`src/rtl/vect_decode_queue_pkg.sv`:
```
// vect_decode_queue_pkg: shared vector decode types, opcodes and vtype field positions
package vect_decode_queue_pkg;
  typedef enum logic [1:0] {
    CLS_ARITH = 2'b00,
    CLS_LOAD  = 2'b01,
    CLS_STORE = 2'b10,
    CLS_CFG   = 2'b11
  } instr_class_e;
  // Storage widths cover XLEN up to 64 and VLEN up to 32768; outputs slice them down
  localparam int XLEN_MAX = 64;
  localparam int VLW_MAX = 16;
  localparam logic [6:0] OP_VLOAD = 7'b0000111;
  localparam logic [6:0] OP_VSTORE = 7'b0100111;
  localparam logic [6:0] OP_VARITH = 7'b1010111;
  localparam logic [2:0] F3_OPFVV = 3'b001;
  localparam logic [2:0] F3_OPIVI = 3'b011;
  localparam logic [2:0] F3_OPFVF = 3'b101;
  localparam logic [2:0] F3_OPCFG = 3'b111;
  localparam int VT_LMUL_LSB = 0;
  localparam int VT_SEW_LSB = 3;
  localparam int VT_VILL = 7;
  typedef struct packed {
    instr_class_e          cls;
    logic [5:0]            funct6;
    logic [2:0]            funct3;
    logic                  vm;
    logic [4:0]            vs1;
    logic [4:0]            vs2;
    logic [4:0]            vd;
    logic [XLEN_MAX-1:0]   scalar;
    logic [XLEN_MAX-1:0]   rs2;
    logic                  illegal;
    logic [VLW_MAX-1:0]    vl;
  } decoded_instr_t;
endpackage

```
`src/rtl/vect_instr_decode.sv`:
```
// vect_instr_decode: combinational raw vector instruction + scalar operands to decoded record
module vect_instr_decode import vect_decode_queue_pkg::*; #(
  parameter int XLEN = 32
) (
  input  logic [31:0]     instr,
  input  logic [XLEN-1:0] rs1,
  input  logic [XLEN-1:0] rs2,
  output decoded_instr_t  dec
);
  logic [2:0] f3;
  logic ld, st, ar, illegal;
  assign f3 = instr[14:12];
  assign ld = instr[6:0] == OP_VLOAD;
  assign st = instr[6:0] == OP_VSTORE;
  assign ar = instr[6:0] == OP_VARITH;
  // memory forms reject segment (nf) and mew; float arithmetic is unsupported
  assign illegal = !(ld || st || ar) || (ar && (f3 == F3_OPFVV || f3 == F3_OPFVF)) ||
                   ((ld || st) && instr[31:28] != 4'b0);
  always_comb begin
    dec = '0;
    dec.cls = illegal ? CLS_ARITH : ld ? CLS_LOAD : st ? CLS_STORE : f3 == F3_OPCFG ? CLS_CFG : CLS_ARITH;
    dec.funct6 = instr[31:26];
    dec.funct3 = f3;
    dec.vm = instr[25];
    dec.vs2 = instr[24:20];
    dec.vs1 = instr[19:15];
    dec.vd = instr[11:7];
    dec.scalar = (ar && !illegal && f3 == F3_OPIVI) ? XLEN_MAX'(signed'(instr[19:15])) : XLEN_MAX'(rs1);
    dec.rs2 = XLEN_MAX'(rs2);
    dec.illegal = illegal;
  end
endmodule

```
`src/rtl/vect_decode_queue.sv`:
```
// vect_decode_queue: vector decode FIFO; VECT_DECQ_CFG_EN executes vset{i}vl{i} in-block
module vect_decode_queue import vect_decode_queue_pkg::*; #(
  parameter int DEPTH = 4,
  parameter int XLEN = 32,
  parameter int VLEN = 256
) (
  input  logic                      clk_i,
  input  logic                      rst_i,
  input  logic                      flush_i,
  input  logic                      in_valid_i,
  output logic                      in_ready_o,
  input  logic [31:0]               in_instr_i,
  input  logic [XLEN-1:0]           in_rs1_i,
  input  logic [XLEN-1:0]           in_rs2_i,
  output logic                      out_valid_o,
  input  logic                      out_ready_i,
  output logic [1:0]                out_class_o,
  output logic [5:0]                out_funct6_o,
  output logic [2:0]                out_funct3_o,
  output logic                      out_vm_o,
  output logic [4:0]                out_vs1_o,
  output logic [4:0]                out_vs2_o,
  output logic [4:0]                out_vd_o,
  output logic [XLEN-1:0]           out_scalar_o,
  output logic [XLEN-1:0]           out_rs2_o,
  output logic                      out_illegal_o,
  output logic [$clog2(VLEN):0]     out_vl_o,
  output logic [$clog2(DEPTH):0]    count_o,
  output logic [$clog2(VLEN):0]     vl_o,
  output logic [7:0]                vtype_o
);
  localparam int PW = $clog2(DEPTH);
  localparam int CW = PW + 1;
  localparam int VLW = $clog2(VLEN) + 1;
  decoded_instr_t dec, ent, head;
  decoded_instr_t mem [DEPTH];
  logic cfg, push, pop;
  logic [PW-1:0] wp, rp;
  logic [CW-1:0] cnt;
  logic [VLW-1:0] vl_q;
  logic [7:0] vtype_q;
  vect_instr_decode #(.XLEN(XLEN)) u_dec (
    .instr(in_instr_i),
    .rs1(in_rs1_i),
    .rs2(in_rs2_i),
    .dec(dec)
  );
`ifdef VECT_DECQ_CFG_EN
  logic ivli, vsetvl, ok, keep;
  logic [6:0] vt;
  logic [VLW-1:0] vlmax, vl_n;
  logic [XLEN-1:0] avl;
  assign cfg = in_valid_i && in_ready_o && !flush_i && dec.cls == CLS_CFG;
  always_comb begin
    ivli = in_instr_i[31:30] == 2'b11;
    vsetvl = in_instr_i[31:25] == 7'b1000000;
    vt = vsetvl ? in_rs2_i[6:0] : in_instr_i[26:20];
    ok = (!in_instr_i[31] || ivli || vsetvl) && vt[VT_SEW_LSB+:3] <= 3'd2 && vt[VT_LMUL_LSB+:3] == 3'd0;
    vlmax = VLW'(VLEN >> (3 + vt[VT_SEW_LSB+:3]));
    avl = ivli ? XLEN'(in_instr_i[19:15]) : in_instr_i[19:15] != 5'd0 ? in_rs1_i : XLEN'(vlmax);
    keep = !ivli && in_instr_i[19:15] == 5'd0 && in_instr_i[11:7] == 5'd0;
    vl_n = !ok ? '0 : keep ? vl_q : avl < XLEN'(vlmax) ? VLW'(avl) : vlmax;
  end
  always_ff @(posedge clk_i or posedge rst_i)
    if (rst_i) begin
      vl_q <= '0;
      vtype_q <= 8'h80;
    end else if (cfg) begin
      vl_q <= vl_n;
      vtype_q <= ok ? {1'b0, vt} : 8'h80;
    end
`else
  assign cfg = 1'b0;
  assign vl_q = '0;
  assign vtype_q = 8'h80;
`endif
  assign push = in_valid_i && in_ready_o && !cfg;
  assign pop = out_valid_o && out_ready_i;
  always_comb begin
    ent = dec;
    ent.vl = VLW_MAX'(vl_q);
  end
  always_ff @(posedge clk_i or posedge rst_i)
    if (rst_i) begin
      wp <= '0;
      rp <= '0;
      cnt <= '0;
      for (int i = 0; i < DEPTH; i++) mem[i] <= '0;
    end else if (flush_i) begin
      wp <= '0;
      rp <= '0;
      cnt <= '0;
    end else begin
      if (push) begin
        mem[wp] <= ent;
        wp <= wp + PW'(1);
      end
      if (pop) rp <= rp + PW'(1);
      cnt <= cnt + CW'(push) - CW'(pop);
    end
  assign head = mem[rp];
  assign count_o = cnt;
  assign in_ready_o = cnt != CW'(DEPTH);
  assign out_valid_o = cnt != '0;
  assign out_class_o = head.cls;
  assign out_funct6_o = head.funct6;
  assign out_funct3_o = head.funct3;
  assign out_vm_o = head.vm;
  assign out_vs1_o = head.vs1;
  assign out_vs2_o = head.vs2;
  assign out_vd_o = head.vd;
  assign out_scalar_o = head.scalar[XLEN-1:0];
  assign out_rs2_o = head.rs2[XLEN-1:0];
  assign out_illegal_o = head.illegal;
  assign out_vl_o = head.vl[VLW-1:0];
  assign vl_o = vl_q;
  assign vtype_o = vtype_q;
endmodule

```
`config.mk`:
```
export PLATFORM = sky130hd
export DESIGN_NAME = vect_decode_queue
export DESIGN_NICKNAME = d
export VERILOG_FILES = /design/src/rtl/vect_decode_queue_pkg.sv /design/src/rtl/vect_instr_decode.sv /design/src/rtl/vect_decode_queue.sv
export SDC_FILE = /design/constraint.sdc
export NUM_CORES = 1
export LEC_CHECK = 0
export BUFFER_PORTS_ARGS = -buffer_cell sky130_fd_sc_hd__buf_2
export CORE_ASPECT_RATIO = 1.75
export CORE_MARGIN = 4
export CORE_UTILIZATION = 64
export DETAILED_ROUTE_END_ITERATION = 8
export GPL_ROUTABILITY_DRIVEN = 0
export GPL_TIMING_DRIVEN = 0
export PLACE_DENSITY = 0.84
export REMOVE_ABC_BUFFERS = 1
export SLEW_MARGIN = 10
export SYNTH_ARGS = -nofsm -noshare
export SYNTH_HDL_FRONTEND = slang
export SYNTH_HIERARCHICAL = 1
export SYNTH_SLANG_ARGS = --single-unit
```
`constraint.sdc`:
```
create_clock -name clk_i -period 33.7 [get_ports clk_i]
set_input_delay 6.74 -clock clk_i [delete_from_list [all_inputs] [get_ports clk_i]]
set_output_delay 6.74 -clock clk_i [all_outputs]
set_load 0.05 [all_outputs]
```
== Word level (Yosys, flattened, before mapping) ==
Index checks and enable logic that the tools add are counted.

* Add/sub/neg operators: 4
* $mul: 0
* Bitwise gates (word level): 3
* Reduce and logical (&&, ||, !) cells: 19
* Divide/modulo/power cells: 0
* Magnitude comparators: 3
* Equal/unequal tests: 8
* Multiplexer cells: 16
* Shifts and indexed selects: 0

{| class="wikitable"
|+ Operators with widths
! kind !! count
|-
| bitwise mux 688 bit || 1
|-
| two-way mux 172 bit || 3
|-
| binary-select mux 172 bit (select 2 bit) || 1
|-
| demux 172 bit (select 2 bit) || 1
|-
| two-way mux 64 bit || 1
|-
| two-way mux 2 bit || 8
|-
| equality test 7 x 3 -> 1 bit, second input constant || 1
|-
| equality test 7 x 6 -> 1 bit, second input constant || 1
|-
| equality test 7 bit, second input constant || 1
|-
| logical AND 1 bit || 7
|-
| equality test 3 bit, second input constant || 2
|-
| >= comparator 3 bit, second input constant || 2
|-
| NOT 2 -> 3 bit || 2
|-
| logical OR 1 bit || 5
|-
| adder 2 x 1 -> 2 bit, second input constant || 2
|-
| nonzero test 2 bit || 2
|-
| nonzero test 4 bit || 1
|-
| adder 3 x 1 -> 3 bit || 1
|-
| equality test 3 x 1 -> 1 bit, second input constant || 1
|-
| equality test 3 x 2 -> 1 bit, second input constant || 1
|-
| less-than comparator 3 x 1 -> 1 bit, second input constant || 1
|-
| two-way mux 3 bit || 1
|-
| != test 3 bit, second input constant || 1
|-
| nonzero test 3 bit || 1
|-
| other kinds (4) || 5
|}

* Output and inout bits: 123
* Bits in latches: 0
* Register bits: 695
* Memories kept: 0
* Bits in writable memories: 0
* ROM bits: 0

== Longest topological paths before layout ==
Gate-level depths: netlist (run 1).

* Depth in word-level cells: 11
* Mapped depth: 11
* Depth with buffers taken out: 10

== Hierarchy ==
Netlist (run 1), hierarchy kept.

{| class="wikitable"
|+ By module, submodules not included
! module !! area an instance (um^2) !! cells each !! instances !! seq. area each (um^2)
|-
| vect_decode_queue || 18157.4 || 964 || 1 || 9384.0
|-
| vect_instr_decode || 1470.2 || 194 || 1 || 0.0
|}

== Worst setup path before layout (run 1) ==
Ideal clock, no wire load.

* Path type: in2reg
* From: in in_instr_i[3]
* To: reg mem[107] (netlist name)
* Arrival time: 8451 ps
* Path buffers: 1
* Setup slack: 25185 ps
* Stages: 5
* Library setup time: 64 ps
* Cell sequence: nand4b_4 > nor4_1 > clkbuf_1 > a21o_1 > mux2_4

{| class="wikitable"
|+ RTL lines
! element !! RTL line !! RTL
|-
| start: declaration || vect_decode_queue.sv:12 || <nowiki>input logic [31:0] in_instr_i,</nowiki>
|-
| end signal: indexed assignment || vect_decode_queue.sv:95 || <nowiki>mem[wp] <= ent;</nowiki>
|-
| end: declaration || vect_decode_queue.sv:36 || <nowiki>decoded_instr_t mem [DEPTH];</nowiki>
|}

== Worst setup path in the final report (run 1) ==
* From: reg rp[0]
* To: out out_vs2_o[2]

* Word-level cells in the longest chain between the ends: 4

{| class="wikitable"
|+ Ends and longest elaborated chain
! element !! RTL line !! RTL
|-
| start: declaration || vect_decode_queue.sv:38 || <nowiki>logic [PW-1:0] wp, rp;</nowiki>
|-
| start signal: assignment || vect_decode_queue.sv:98 || <nowiki>if (pop) rp <= rp + PW'(1);</nowiki>
|-
| NOT 2 -> 3 bit (not written as such) || vect_decode_queue.sv:101 || <nowiki>assign head = mem[rp];</nowiki>
|-
| binary-select mux 172 bit (select 2 bit) || vect_decode_queue.sv:101 ||
|-
| two-way mux 172 bit (not written as such) (2 in a row) || vect_decode_queue.sv:101 ||
|-
| end: declaration || vect_decode_queue.sv:22 || <nowiki>output logic [4:0] out_vs2_o,</nowiki>
|}

Every way passes these cells. The select of a mux whose other input is x is not followed.

==> results of run 1 <==
[layout make-up]
class / count / area (µm²)
tap: 382 / 478
clock buffer: 53 / 1070
fill: 1872 / 8700
sequential: 375 / 9390
clock inverter: 8 / 115
multi-input combinational: 566 / 8190
inverter: 7 / 33.8
antenna: 1 / 2.50
timing repair buffer: 216 / 1420
[per-stage QoR]
stage               std cells  hold WS, ps  worst slack [ps]
floorplan                 948          475             16540
global placement         1527          484             13110
detailed placement       1546          488             24550
CTS                      1607          507             24420
global route             1608          514             24370
finish                   1608          500             24460
[per-layer routing]
layer	track usage (%)	part of all wire [%]	vias up	routed length [µm]
met5	0	0.035	-	13
met4	7.04	2.7	2	1020
met3	4.36	4.3	66	1620
met2	40.1	52	212	19600
met1	30.2	41	5105	15300
li1	-	-	4079	-
[path summary, 6_finish.rpt]
kind | slack, ps | end | start
setup / recovery | 24460 | out_vs2_o[2] | rp[0]
hold / removal | 500 | mem[333] | mem[333]
setup reg to reg | 30970 | mem[339] | count_o[1]
hold reg to reg | 500 | mem[333] | mem[333]
max in group asynchronous | 26170 | mem[274] | rst_i
min in group asynchronous | 6320 | mem[194] | rst_i
[sequential cells by signal, summed over array words and instances, names as in the netlist]
register and flops:
rp 2, count_o 3, wp 2, mem 368
[critical path, delay by kind of cell, from the launching register on]
| family | cells | cell delay, ps |
|---|---|---|
| buffers and inverters | 2 | 540 |
| muxes | 1 | 560 |
| DFF | 1 | 820 |
[where the power goes]
group          switching, µW  internal [µW]  total [µW]
Sequential               123            647         770
Clock                    168            242         409
Combinational            522            446         968
==> metrics.yaml, run 1 <==
status: "completed"
via_per_inst: 5.89
crit_chain: "buf_16 > mux4_2 > buf_2"
critPathCaptureType: "output port"
setup_viol: 0
wl_per_cell_um: 23.4
slew_violations: 0
dp_hpwl_mm: 23.3
dr_total_vias: 9464
hold_path_class: "flip-flop to flip-flop"
cts.repair.resized: 0
grt_pass1_vias: 10971
power_uw: 2150
max_stage_delay_ps: 820
fin_util_pct: 70.4
pin_count: 224
layout_common_cells: "dfrtp_1, mux2_4, buf_2"
final_layout_size_suffix_gt1_share_pct: 60.7
clk_pin_slew_ps: 60
slew_headroom_pct: 50.8
critPathLaunchType: "flip-flop"
remaining_drc_errors: 0
area_growth_pct: 8.72
skew_ps: 15.8
peakVddDrop_uv: 83.5
cts_buffers: 36
p_leak_uw: 0.00963
clock-sinks: 375
fp.dieH_um: 236
tritoncts: "yes"
arrival_ps: 2500
detail-route-antenna-nets: 0
grt_use_total_pct: 23.3
nNetsFinal: 1310
worstMarginPinSlew_ps: 738
period_share_pct: 27.4
die_area_mm2: 0.0327
hold_viol_final: 0
grt_overflow_total: 0
port_buffers: 197
dr.pass1.iters: 4
syn_area_per_cell_um2: 17.7
rows: 83
start_util_pct: 64.8
critPathKind: "flip-flop to output port"
core_area_mm2: 0.0294
clockRootBuffer: "clkbuf_16"
synth_area_mm2: 0.0190
r2r_cells: 5
fmax_ghz: 0.108
stdcell_area_mm2: 0.0207
drt_iter0_drc: 430
grt_start_max_net_pins: 126
cp_slowest_cell: "dfrtp_4"
p_per_area_mw_per_mm2: 104
min_period_ps: 9240
insertion_delay_ps: 520
cts.htree.levels: 2
hold_depth: 1
wl_mm: 37.6
grt_pass1_wl_mm: 61.4
yosysWarnings: 6
cap_violations: 0
syn-instance-count: 1078
cp.required_ps: 26960
final_common_cell: "dfrtp_1"
antenna_found_initial: 2
clock_path_buffers: 3
path_max_fanout: 34
placed_area_mm2: 0.0195
cts_post_setup_buffers_inserted: 0
cts_hold_buf: 0
fin_tns_setup_ps: 0
rsz0062_at_grt: "no"
die_x_um: 138
Note: power is estimated with default switching activity, not from simulation.
==> run 2, diff against run 1 <==
Settings changed: ABC_AREA from default to 1, CORE_UTILIZATION 64 to 54, PLACE_DENSITY 0.84 to 0.75.
Clock period 33.7 ns to 8.15 ns, I/O delays scaled along.
==> metrics.yaml, run 2 <==
status: "completed"
rsz0062_at_grt: "no"
slew_headroom_pct: 15.7
grt_overflow_total: 0
cp_num_buf_inv: 4
dr.pass1.iters: 6
cp_common_cell: "buf_16"
grt_pass1_wl_mm: 93.7
swShare_pct: 46.6
grt_pass1_vias: 17703
cts_post_setup_buffers_inserted: 0
wl_mm: 58.0
max_stage_delay_ps: 670
insertion_delay_ps: 530
hold_depth: 2
stdcell_area_mm2: 0.0214
clock-sinks: 375
hold_viol_final: 0
cp.required_ps: 6520
multi_input_area_mm2: 0.00804
fin_tns_setup_ps: 0
clockRootBuffer: "clkbuf_16"
remaining_drc_errors: 0
port_buffers: 197
crit_chain: "buf_16 > inv_8 > buf_16 > o21ai_0 > o22ai_1 > buf_2"
syn_area_per_cell_um2: 8.00
area_growth_pct: 11.1
seqPwrFrac_pct: 34.5
core_area_mm2: 0.0352
p_leak_uw: 0.0112
rows: 91
worstMarginPinSlew_ps: 1260
p_int_uw: 4690
grt_use_total_pct: 29.5
critPathLaunchType: "flip-flop"
slew_violations: 0
path_max_fanout: 118
fin_util_pct: 60.7
start_util_pct: 54.7
pin_count: 224
hold_path_class: "flip-flop to flip-flop"
period_share_pct: 59.0
antenna_found_initial: 3
arrival_ps: 3180
p_switching_uw: 4090
wl_per_cell_um: 20.0
min_period_ps: 4810
cap_violations: 0
fmax_ghz: 0.208
synth_area_mm2: 0.0192
detail-route-antenna-nets: 0
cp_slowest_cell: "dfrtp_4"
critPathKind: "flip-flop to output port"
via_per_inst: 6.21
layout_common_cells: "nand2_1, nand4_1, dfrtp_1"
p_clk_share_pct: 19.7
final_common_cell: "nand2_1"
syn-instance-count: 2405
largest_reg_flops: 368
clk_pin_slew_ps: 60
regArea_mm2: 0.00939
grt_start_max_net_pins: 128
yosysWarnings: 6
tritoncts: "yes"
peakVddDrop_uv: 242
final_layout_size_suffix_gt1_share_pct: 13.3
die_x_um: 151
dr_total_vias: 17985
critPathCaptureType: "output port"
r2r_cells: 10
nNetsFinal: 2515
fp.dieH_um: 258
cp_num_cells: 6
dp_hpwl_mm: 33.3
placed_area_mm2: 0.0202
power_uw: 8790
cts_hold_buf: 0
combPwrFrac_pct: 45.8
cts.repair.resized: 0
drt_iter0_drc: 1951
critPathTopFamily: "buffers and inverters"
cts.htree.levels: 2
cts_buffers: 36
die_area_mm2: 0.0388
fillCellCount: 3038
largest_register: "mem"
p_per_area_mw_per_mm2: 411
clock_path_buffers: 3
skew_ps: 14.0
setup_viol: 0
==> run 2: changes by cell type in the layout (fill, tap and decap cells not counted), sizes merged, moves of 92 or more <==
cell,delta
nand4,+375
o22ai,+92
nand2,+817
mux2,-372
mux4,-92
nor2,+197
o21ai,+188
==> run 2: layout make-up <==
| cell class | instances | area share [%] |
|---|---|---|
| clock buffer | 47 | 4.74 |
| antenna | 4 | 0.0469 |
| timing repair buffer | 252 | 9.59 |
| sequential | 375 | 44.0 |
| inverter | 24 | 0.527 |
| multi-input combinational | 1718 | 37.6 |
| tap | 465 | 2.72 |
| clock inverter | 13 | 0.773 |
==> run 2: path summary, 6_finish.rpt <==
check,startpoint,endpoint,slack [ps]
max in group asynchronous,rst_i,mem[547],5620
min reg2reg,mem[504],mem[504],470
max reg2reg,wp[0],mem[551],4880
min in group asynchronous,rst_i,mem[32],1140
min,mem[504],mem[504],470
max,rp[0],out_scalar_o[24],3340
==> run 2: layer usage <==
layer,global-route usage [%],share of wire [%]
met1,39.5,39
met2,48.7,49
met3,3.70,8.3
met4,11.7,3.4
met5,0,0
==> run 2: power groups by stage <==
stage / registers (µW) / clock network, µW / logic (µW)
floorplan: 3000 / 0 / 2820
global placement: 3110 / 0 / 3760
detailed placement: 3050 / 0 / 4000
CTS: 3020 / 1750 / 4020
global route: 3110 / 1820 / 4340
finish: 3030 / 1730 / 4030
==> run 2: metrics by stage <==
step	cells	setup WS (ps)	hold WS, ps
global route	2897	3240	493
global placement	2779	-10290	455
detailed placement	2834	3980	460
CTS	2894	3410	477
floorplan	2117	-3900	444
finish	2898	3340	473
==> run 2: tightest hold or removal path, stage by stage (launching register included) <==
cell     delay [ps]
dfrtp_1         340
nand2_1          50
nand2_1          50
